### config.mk
export PLATFORM = sky130hd
export DESIGN_NAME = writeback_arbiter
export DESIGN_NICKNAME = d
export VERILOG_FILES = /design/src/rtl/writeback_arbiter_pkg.sv /design/src/rtl/writeback_arbiter_rr_arbiter2.sv /design/src/rtl/writeback_arbiter.sv
export SDC_FILE = /design/constraint.sdc
export NUM_CORES = 1
export LEC_CHECK = 0
export BUFFER_PORTS_ARGS = -buffer_cell sky130_fd_sc_hd__buf_2
export CAP_MARGIN = 20
export CORE_MARGIN = 2
export CORE_UTILIZATION = 40
export CTS_BUF_LIST = sky130_fd_sc_hd__clkbuf_2 sky130_fd_sc_hd__clkbuf_4 sky130_fd_sc_hd__clkbuf_8
export DETAILED_ROUTE_END_ITERATION = 7
export PLACE_DENSITY = 0.8
export SLEW_MARGIN = 20
export SYNTH_ARGS = -nofsm -noshare
export SYNTH_HDL_FRONTEND = slang
export SYNTH_HIERARCHICAL = 1
export SYNTH_SLANG_ARGS = --single-unit
### constraint.sdc
create_clock -name clk -period 2.55 [get_ports clk]
set_input_delay 0.1275 -clock clk [delete_from_list [all_inputs] [get_ports clk]]
set_output_delay 0.1275 -clock clk [all_outputs]
set_load 0.05 [all_outputs]
### src/rtl/writeback_arbiter_pkg.sv
// rtl/writeback_arbiter_pkg.sv - shared widths and source encodings for the writeback stage
// Purpose: register data width, register-cell count and source encodings used
//          by the writeback arbiter and its round-robin sub-arbiter.
// Ports:   none (package).
package writeback_arbiter_pkg;

   localparam int   LEN_REG = 16;
   localparam int   NUM_REG = 16;

   // Source encodings; also the bit positions in the two-bit request/grant vectors.
   localparam logic SRC_ALU = 1'b0;
   localparam logic SRC_MEM = 1'b1;

endpackage

### src/rtl/writeback_arbiter_rr_arbiter2.sv
// rtl/writeback_arbiter_rr_arbiter2.sv - two-requester round-robin arbiter with priority state
// Purpose: grants one of two requesters per cycle; on contention the requester
//          named by prio wins, and after any grant prio moves to the other one.
// Ports:   clk, rst (sync, active low), req_i[1:0] (bit SRC_x = source x),
//          gnt_o[1:0] one-hot grant, forced to zero while rst is low.
module rr_arbiter2
   import writeback_arbiter_pkg::*;
(
   input  logic       clk,
   input  logic       rst,
   input  logic [1:0] req_i,
   output logic [1:0] gnt_o
);

   logic prio_q;
   logic prio_d;

   always_comb begin
      gnt_o = 2'b00;
      if (rst) begin
         if (req_i == 2'b11) begin
            gnt_o = (prio_q == SRC_MEM) ? 2'b10 : 2'b01;
         end else begin
            gnt_o = req_i;
         end
      end
   end

   always_comb begin
      prio_d = prio_q;
      if (gnt_o[SRC_ALU]) begin
         prio_d = SRC_MEM;
      end else if (gnt_o[SRC_MEM]) begin
         prio_d = SRC_ALU;
      end
   end

   always_ff @(posedge clk) begin
      if (!rst) begin
         prio_q <= SRC_ALU;
      end else begin
         prio_q <= prio_d;
      end
   end

endmodule

### src/rtl/writeback_arbiter.sv
// rtl/writeback_arbiter.sv - writeback stage arbitrating ALU and load results into the register cells
// Purpose: accepts one result per cycle from the ALU or the load unit (round
//          robin), checks the destination's write reservation and drives a
//          registered one-hot writeback select plus shared data bus.
// Ports:   clk, rst (sync, active low);
//          alu_valid_i/alu_ready_o/alu_dst_i/alu_data_i  ALU result handshake;
//          mem_valid_i/mem_ready_o/mem_dst_i/mem_data_i  load result handshake;
//          w_reserve_vec_i  per-register write reservations;
//          wb_o  one-hot writeback select; data_o  writeback data;
//          err_o  sticky: a result targeted an unreserved or out-of-range register.
// Option:  WB_FORWARD_EN adds fwd_valid_o, fwd_addr_o, fwd_data_o (bypass copy
//          of the writeback, valid in the same cycle as wb_o).
module writeback_arbiter
   import writeback_arbiter_pkg::*;
#(
   parameter int LEN_REG_P    = LEN_REG,
   parameter int NUM_REG_P    = NUM_REG,
   parameter int LEN_REG_ADDR = $clog2(NUM_REG_P)
)
(
   input  logic                    clk,
   input  logic                    rst,
   input  logic                    alu_valid_i,
   output logic                    alu_ready_o,
   input  logic [LEN_REG_ADDR-1:0] alu_dst_i,
   input  logic [LEN_REG_P-1:0]    alu_data_i,
   input  logic                    mem_valid_i,
   output logic                    mem_ready_o,
   input  logic [LEN_REG_ADDR-1:0] mem_dst_i,
   input  logic [LEN_REG_P-1:0]    mem_data_i,
   input  logic [NUM_REG_P-1:0]    w_reserve_vec_i,
   output logic [NUM_REG_P-1:0]    wb_o,
   output logic [LEN_REG_P-1:0]    data_o,
   output logic                    err_o
`ifdef WB_FORWARD_EN
   ,
   output logic                    fwd_valid_o,
   output logic [LEN_REG_ADDR-1:0] fwd_addr_o,
   output logic [LEN_REG_P-1:0]    fwd_data_o
`endif
);

   localparam logic [NUM_REG_P-1:0] WB_ONE = {{(NUM_REG_P-1){1'b0}}, 1'b1};

   logic [1:0]              gnt;
   logic                    hit;
   logic                    in_range;
   logic                    reserved;
   logic [LEN_REG_ADDR-1:0] sel_dst;
   logic [LEN_REG_P-1:0]    sel_data;

   logic [NUM_REG_P-1:0]    wb_q, wb_d;
   logic [LEN_REG_P-1:0]    data_q, data_d;
   logic                    err_q, err_d;

   rr_arbiter2 u_arb (
      .clk   (clk),
      .rst   (rst),
      .req_i ({mem_valid_i, alu_valid_i}),
      .gnt_o (gnt)
   );

   assign alu_ready_o = gnt[SRC_ALU];
   assign mem_ready_o = gnt[SRC_MEM];

   always_comb begin
      hit      = |gnt;
      sel_dst  = gnt[SRC_MEM] ? mem_dst_i  : alu_dst_i;
      sel_data = gnt[SRC_MEM] ? mem_data_i : alu_data_i;
      // Range check guards the reserve lookup when NUM_REG is not a power of two.
      in_range = (32'(sel_dst) < 32'(NUM_REG_P));
      reserved = in_range && w_reserve_vec_i[sel_dst];

      wb_d   = '0;
      data_d = data_q;
      err_d  = err_q;
      if (hit) begin
         if (reserved) begin
            wb_d   = WB_ONE << sel_dst;
            data_d = sel_data;
         end else begin
            // Result is still consumed so the source never stalls; it is dropped here.
            err_d = 1'b1;
         end
      end
   end

   always_ff @(posedge clk) begin
      if (!rst) begin
         wb_q   <= '0;
         data_q <= '0;
         err_q  <= 1'b0;
      end else begin
         wb_q   <= wb_d;
         data_q <= data_d;
         err_q  <= err_d;
      end
   end

   assign wb_o   = wb_q;
   assign data_o = data_q;
   assign err_o  = err_q;

`ifdef WB_FORWARD_EN
   logic                    fwd_valid_q, fwd_valid_d;
   logic [LEN_REG_ADDR-1:0] fwd_addr_q,  fwd_addr_d;

   always_comb begin
      fwd_valid_d = |wb_d;
      fwd_addr_d  = (hit && reserved) ? sel_dst : fwd_addr_q;
   end

   always_ff @(posedge clk) begin
      if (!rst) begin
         fwd_valid_q <= 1'b0;
         fwd_addr_q  <= '0;
      end else begin
         fwd_valid_q <= fwd_valid_d;
         fwd_addr_q  <= fwd_addr_d;
      end
   end

   assign fwd_valid_o = fwd_valid_q;
   assign fwd_addr_o  = fwd_addr_q;
   // Same register as data_o; it is loaded exactly when a forwarded writeback occurs.
   assign fwd_data_o  = data_q;
`endif

endmodule
# == After elaboration in Yosys (flattened, before gate mapping) ==
# Cells that the tools add are included.
# W data, S select, Z words.
# word_totals
register_bits,34
elab_cells,22
output_inout_bits,35
# op_classes
n_reduce_logical,5
n_shift,1
magnitude_cmp,1
n_bitwise,1
mux,9
n_eq_ne,1
# op_table
cell,n
$mux W16,1
$shl A1 B4 Y16 const A,1
$mux W2,3
$lt A4 B5 Y1 const B,1
$bmux W1 S4,1
$mux W4,1
$reduce_and A2 Y1,2
$mux W1,3
$reduce_and A3 Y1,1
$eq A2 B2 Y1 const B,1
$reduce_bool A2 Y1,1
$reduce_or A2 Y1,1
$not A1 Y1,1

# == Logic depth before layout (Yosys ltp) ==
# logic_depth
depth_word,8
depth_mapped,11

# == By module ==
# Netlist, hierarchy kept.
# modules_own_cells
module,instances,cells_per_inst,seq_area_each_um2,area_per_inst_um2
writeback_arbiter,1,180,660.6,1710.4
rr_arbiter2,1,8,20.0,60.1

# == Least setup slack after synthesis ==
# OpenSTA, ideal clock, no wires.
# synth_path
path_type,register to register
from,register u_arb.prio_q
to,register data_q[10] (netlist: data_o[10])
setup_ns,0.075
slack_ns,-0.361
period_less_slack_ns,2.911
stages_incl_launch_ff,11
t_arrival_ns,2.836
required_ns,2.475
cell_sequence,dfxtp_1 -> inv_1 -> a21oi_1 -> buf_6 -> inv_2 -> or4b_4 -> o311ai_2 -> o22ai_4 -> mux2_4 -> buf_6 -> a22oi_2
# synth_via
elab_chain_cells,7
# synth_rtl
item,line_no,source
from (decl),writeback_arbiter_rr_arbiter2.sv:15,logic prio_q;
from (signal assigned),writeback_arbiter_rr_arbiter2.sv:42,prio_q <= prio_d;
$mux W2 *,writeback_arbiter_rr_arbiter2.sv:22,gnt_o = (prio_q == SRC_MEM) ? 2'b10 : 2'b01;
$mux W2 *,writeback_arbiter_rr_arbiter2.sv:21,if (req_i == 2'b11) begin
$mux W2 *,writeback_arbiter_rr_arbiter2.sv:20,if (rst) begin
via mem_ready_o,writeback_arbiter.sv:28,"output logic mem_ready_o,"
$mux W4,writeback_arbiter.sv:68,sel_dst = gnt[SRC_MEM] ? mem_dst_i : alu_dst_i;
$bmux W1 S4,writeback_arbiter.sv:72,reserved = in_range && w_reserve_vec_i[sel_dst];
$mux W1 (not written as such),writeback_arbiter.sv:72,
$reduce_and A2 Y1 (no line),--,
to (signal assigned),writeback_arbiter.sv:95,data_q <= data_d;
to (decl),writeback_arbiter.sv:53,"logic [LEN_REG_P-1:0] data_q, data_d;"
# The timed path passes the listed nets; every way through them passes the cells marked *. The select of a mux whose other input is x is not followed.
# A chain may end at the register's enable or synchronous reset.

# == Final worst setup path ==
# layout_path
from,register u_arb.prio_q
to,register wb_q[0] (netlist: wb_o[0])
# layout_via
elab_chain_cells,7
# layout_rtl
item,line_no,source
$mux W2 *,writeback_arbiter_rr_arbiter2.sv:22,
$mux W2 *,writeback_arbiter_rr_arbiter2.sv:21,
$mux W2 *,writeback_arbiter_rr_arbiter2.sv:20,
$mux W4,writeback_arbiter.sv:68,
$bmux W1 S4,writeback_arbiter.sv:72,
$mux W1 (not written as such),writeback_arbiter.sv:72,
$reduce_and A3 Y1 (no line),--,
to (signal assigned),writeback_arbiter.sv:94,wb_q <= wb_d;
to (decl),writeback_arbiter.sv:52,"logic [NUM_REG_P-1:0] wb_q, wb_d;"
# Mark *: on every way between the ends. The rest lies on a longest branch, timed or not. The select of a mux whose other input is x is not followed.

==> impl_metrics.json <==
{
  "synth_warnings": 6,
  "synth_cells": 188,
  "antenna_cells": 0,
  "numCtsBuffers": 5,
  "rows": 24,
  "viasPerCell": 5.38,
  "power.total_uw": 1460,
  "final_antenna_net_count": 0,
  "syn_area_per_cell_sq_um": 9.42,
  "crit_type": "reg2reg",
  "yosys.cell_types.count": 48,
  "synth_most_common_cell": "dfxtp_1",
  "p_leak_uw": 0.00109,
  "power_density_nw_per_um2": 625,
  "grt_pass1_vias": 1668,
  "ys_ff_latch": 34,
  "htreeDepth": 2,
  "path_cells": "inv_1 > a21oi_4 > and2b_4 > a2bb2oi_1 > o221ai_1 > o22ai_2 > mux2i_4 > nor4_1",
  "fin_crit_sh": 0.901,
  "final_net_count": 338,
  "worstSkewPairLatency_ps": 290,
  "grtUsageMet2": 0.314,
  "cts_max_path_buffers": 2,
  "grt_max_degree": 22,
  "arrival_ps": 2480,
  "worst_pin_slew_ps": 505,
  "status": "finished, final reports clean",
  "pin_count": 95,
  "die_y_um": 70.5,
  "dieArea_sq_um": 4970,
  "hp-class": "in2reg",
  "clkTransAtPathRegs_ps": 70,
  "critical_path_required_ps": 2730,
  "syn-num-nets": 248,
  "finalSetupViolations": 0,
  "synth_top_area_cell": "dfxtp_1",
  "finalWirelength_um": 4730,
  "gp_congestion": 0.853,
  "root_buffer": "clkbuf_8",
  "skew_ps": 11.0,
  "timing.hold.ws_ps": 129,
  "period_needed_ps": 2300,
  "tritoncts": "built",
  "fin_tns_setup_ps": 0,
  "startpoint_type": "register",
  "final_hold_viol_count": 0,
  "final_layout_size_suffix_gt1_frac": 0.470,
  "hold_buffers": 0,
  "maxSlewHeadroom": 0.655,
  "synth_area_sq_um": 1770,
  "gr-max-usage-layer": "met2",
  "firstDrtPassIters": 4,
  "first_iter_violations": 136,
  "grt_pass1_wl_um": 7730,
  "r2r_slack_ps": 250,
  "grt_setup_unrepaired": "false",
  "route.vias.total": 1782,
  "ir_worst_vdd_mv": 0.258,
  "synth_flop_cell": "dfxtp_1",
  "syn2layout_area_growth_pct": 32.1,
  "critPathSlowestCell": "dfxtp_1",
  "post_cts_buffers": 0,
  "grt_use_total": 0.193,
  "coreArea_sq_um": 4290,
  "dp_hpwl_um": 3620,
  "synth_common_cells": "34 x dfxtp_1, 26 x nand2_1, 17 x o22ai_1",
  "cts_num_sinks": 34,
  "cap_violations": 0,
  "dieWidth_um": 70.5,
  "synth_area_leaders": "dfxtp_1 38%, a22oi_2 7.1%, o22ai_1 6.0%, nand2_1 5.5%, nor4_1 5.3%",
  "worst-path-max-fanout": 16,
  "fmax_mhz": 435,
  "wl_per_cell_um": 14.3,
  "post_cts_resized": 0,
  "synth_top_area_share": 0.384,
  "endpoint_kind": "register",
  "synth-edff-count": 0,
  "start_util": 0.412,
  "seq_area_frac_synth": 0.384,
  "portBuffers": 94,
  "grt_remaining_overflow": 0,
  "finalMaxSlewViolations": 0,
  "route.detailed.drc": 0,
  "final_core_util": 0.545,
  "synthArstFlopShare": 0,
  "met3_usage": 0.0427,
  "grt_antenna_before_repair": 0,
  "gr-usage-met1": 0.246,
  "cpPeakStageDelay_ps": 350
}
[per-layer routing]
layer	vias up	wire, um
met5	-	0
met3	10	239
met2	58	2310
li1	904	-
met1	810	2070
met4	0	102
[path summary, 6_finish.rpt]
kind | start | to | cells past startpoint
worst max-delay path | u_arb/prio_q$_SDFFE_PN0P_ | wb_o[0]$_SDFF_PP0_ | 8
worst min-delay path | mem_valid_i | u_arb/prio_q$_SDFFE_PN0P_ | 3
worst max register to register | u_arb/prio_q$_SDFFE_PN0P_ | wb_o[0]$_SDFF_PP0_ | 8
worst min register to register | err_o$_SDFFE_PN0P_ | err_o$_SDFFE_PN0P_ | 2
[state kept, by name (all words and copies together), names as in the netlist]
register	flops
data_o	16
u_arb/prio_q	1
err_o	1
wb_o	16
[power breakdown]
part	switching (uW)	total, uW	internal (uW)
combinational	308	458	150
clock	191	419	228
sequential	16.4	585	568
total	515	1460	946
[cell type report]
| cell class | instances | area (sq um) |
|---|---|---|
| clock buffer | 7 | 90.1 |
| clock inverter | 1 | 5.00 |
| fill | 395 | 1960 |
| inverter | 6 | 22.5 |
| multi-input combinational | 132 | 967 |
| sequential | 34 | 681 |
| tap | 52 | 65.1 |
| timing repair buffer | 99 | 508 |
[stage by stage]
stage               setup slack (ps)  std cells  instance area (sq um)
floorplan                        154        188                   1780
global placement                 390        323                   2240
detailed placement               289        323                   2240
CTS                              262        331                   2340
global route                    67.7        331                   2340
finish                           253        331                   2340
[worst max-delay path: cells and delay by family, from the launching register on]
kind	cells	cell delay [ps]
AOI/OAI and AO/OA	4	970
and+or+nand+nor	2	580
DFF	1	350
muxes	1	230
buffers and inverters	1	70
[kinds of logic after synthesis]
group | share of synthesized area
simple gates | 0.199
compound gates | 0.290
flops | 0.384
buf+inv | 0.0756
mux | 0.0509
[cells in the final DEF, fill, tap and decap left out, drive strengths merged, types with 2 or more instances in the layout]
cell type / netlist / final
a21oi: 4 / 4
dfxtp: 34 / 34
nor3: 5 / 5
nand2b: 6 / 6
nand2: 26 / 26
a2bb2oi: 2 / 2
mux2: 3 / 3
nor4: 16 / 16
o221ai: 2 / 2
a22oi: 17 / 17
inv: 6 / 6
o22ai: 19 / 19
nor3b: 2 / 2
nor2: 2 / 2
buf: 12 / 99
o31ai: 2 / 2
clkbuf: 4 / 7
o21ai: 5 / 5
mux2i: 4 / 4
No activity file was read; power rests on OpenSTA's default activity.
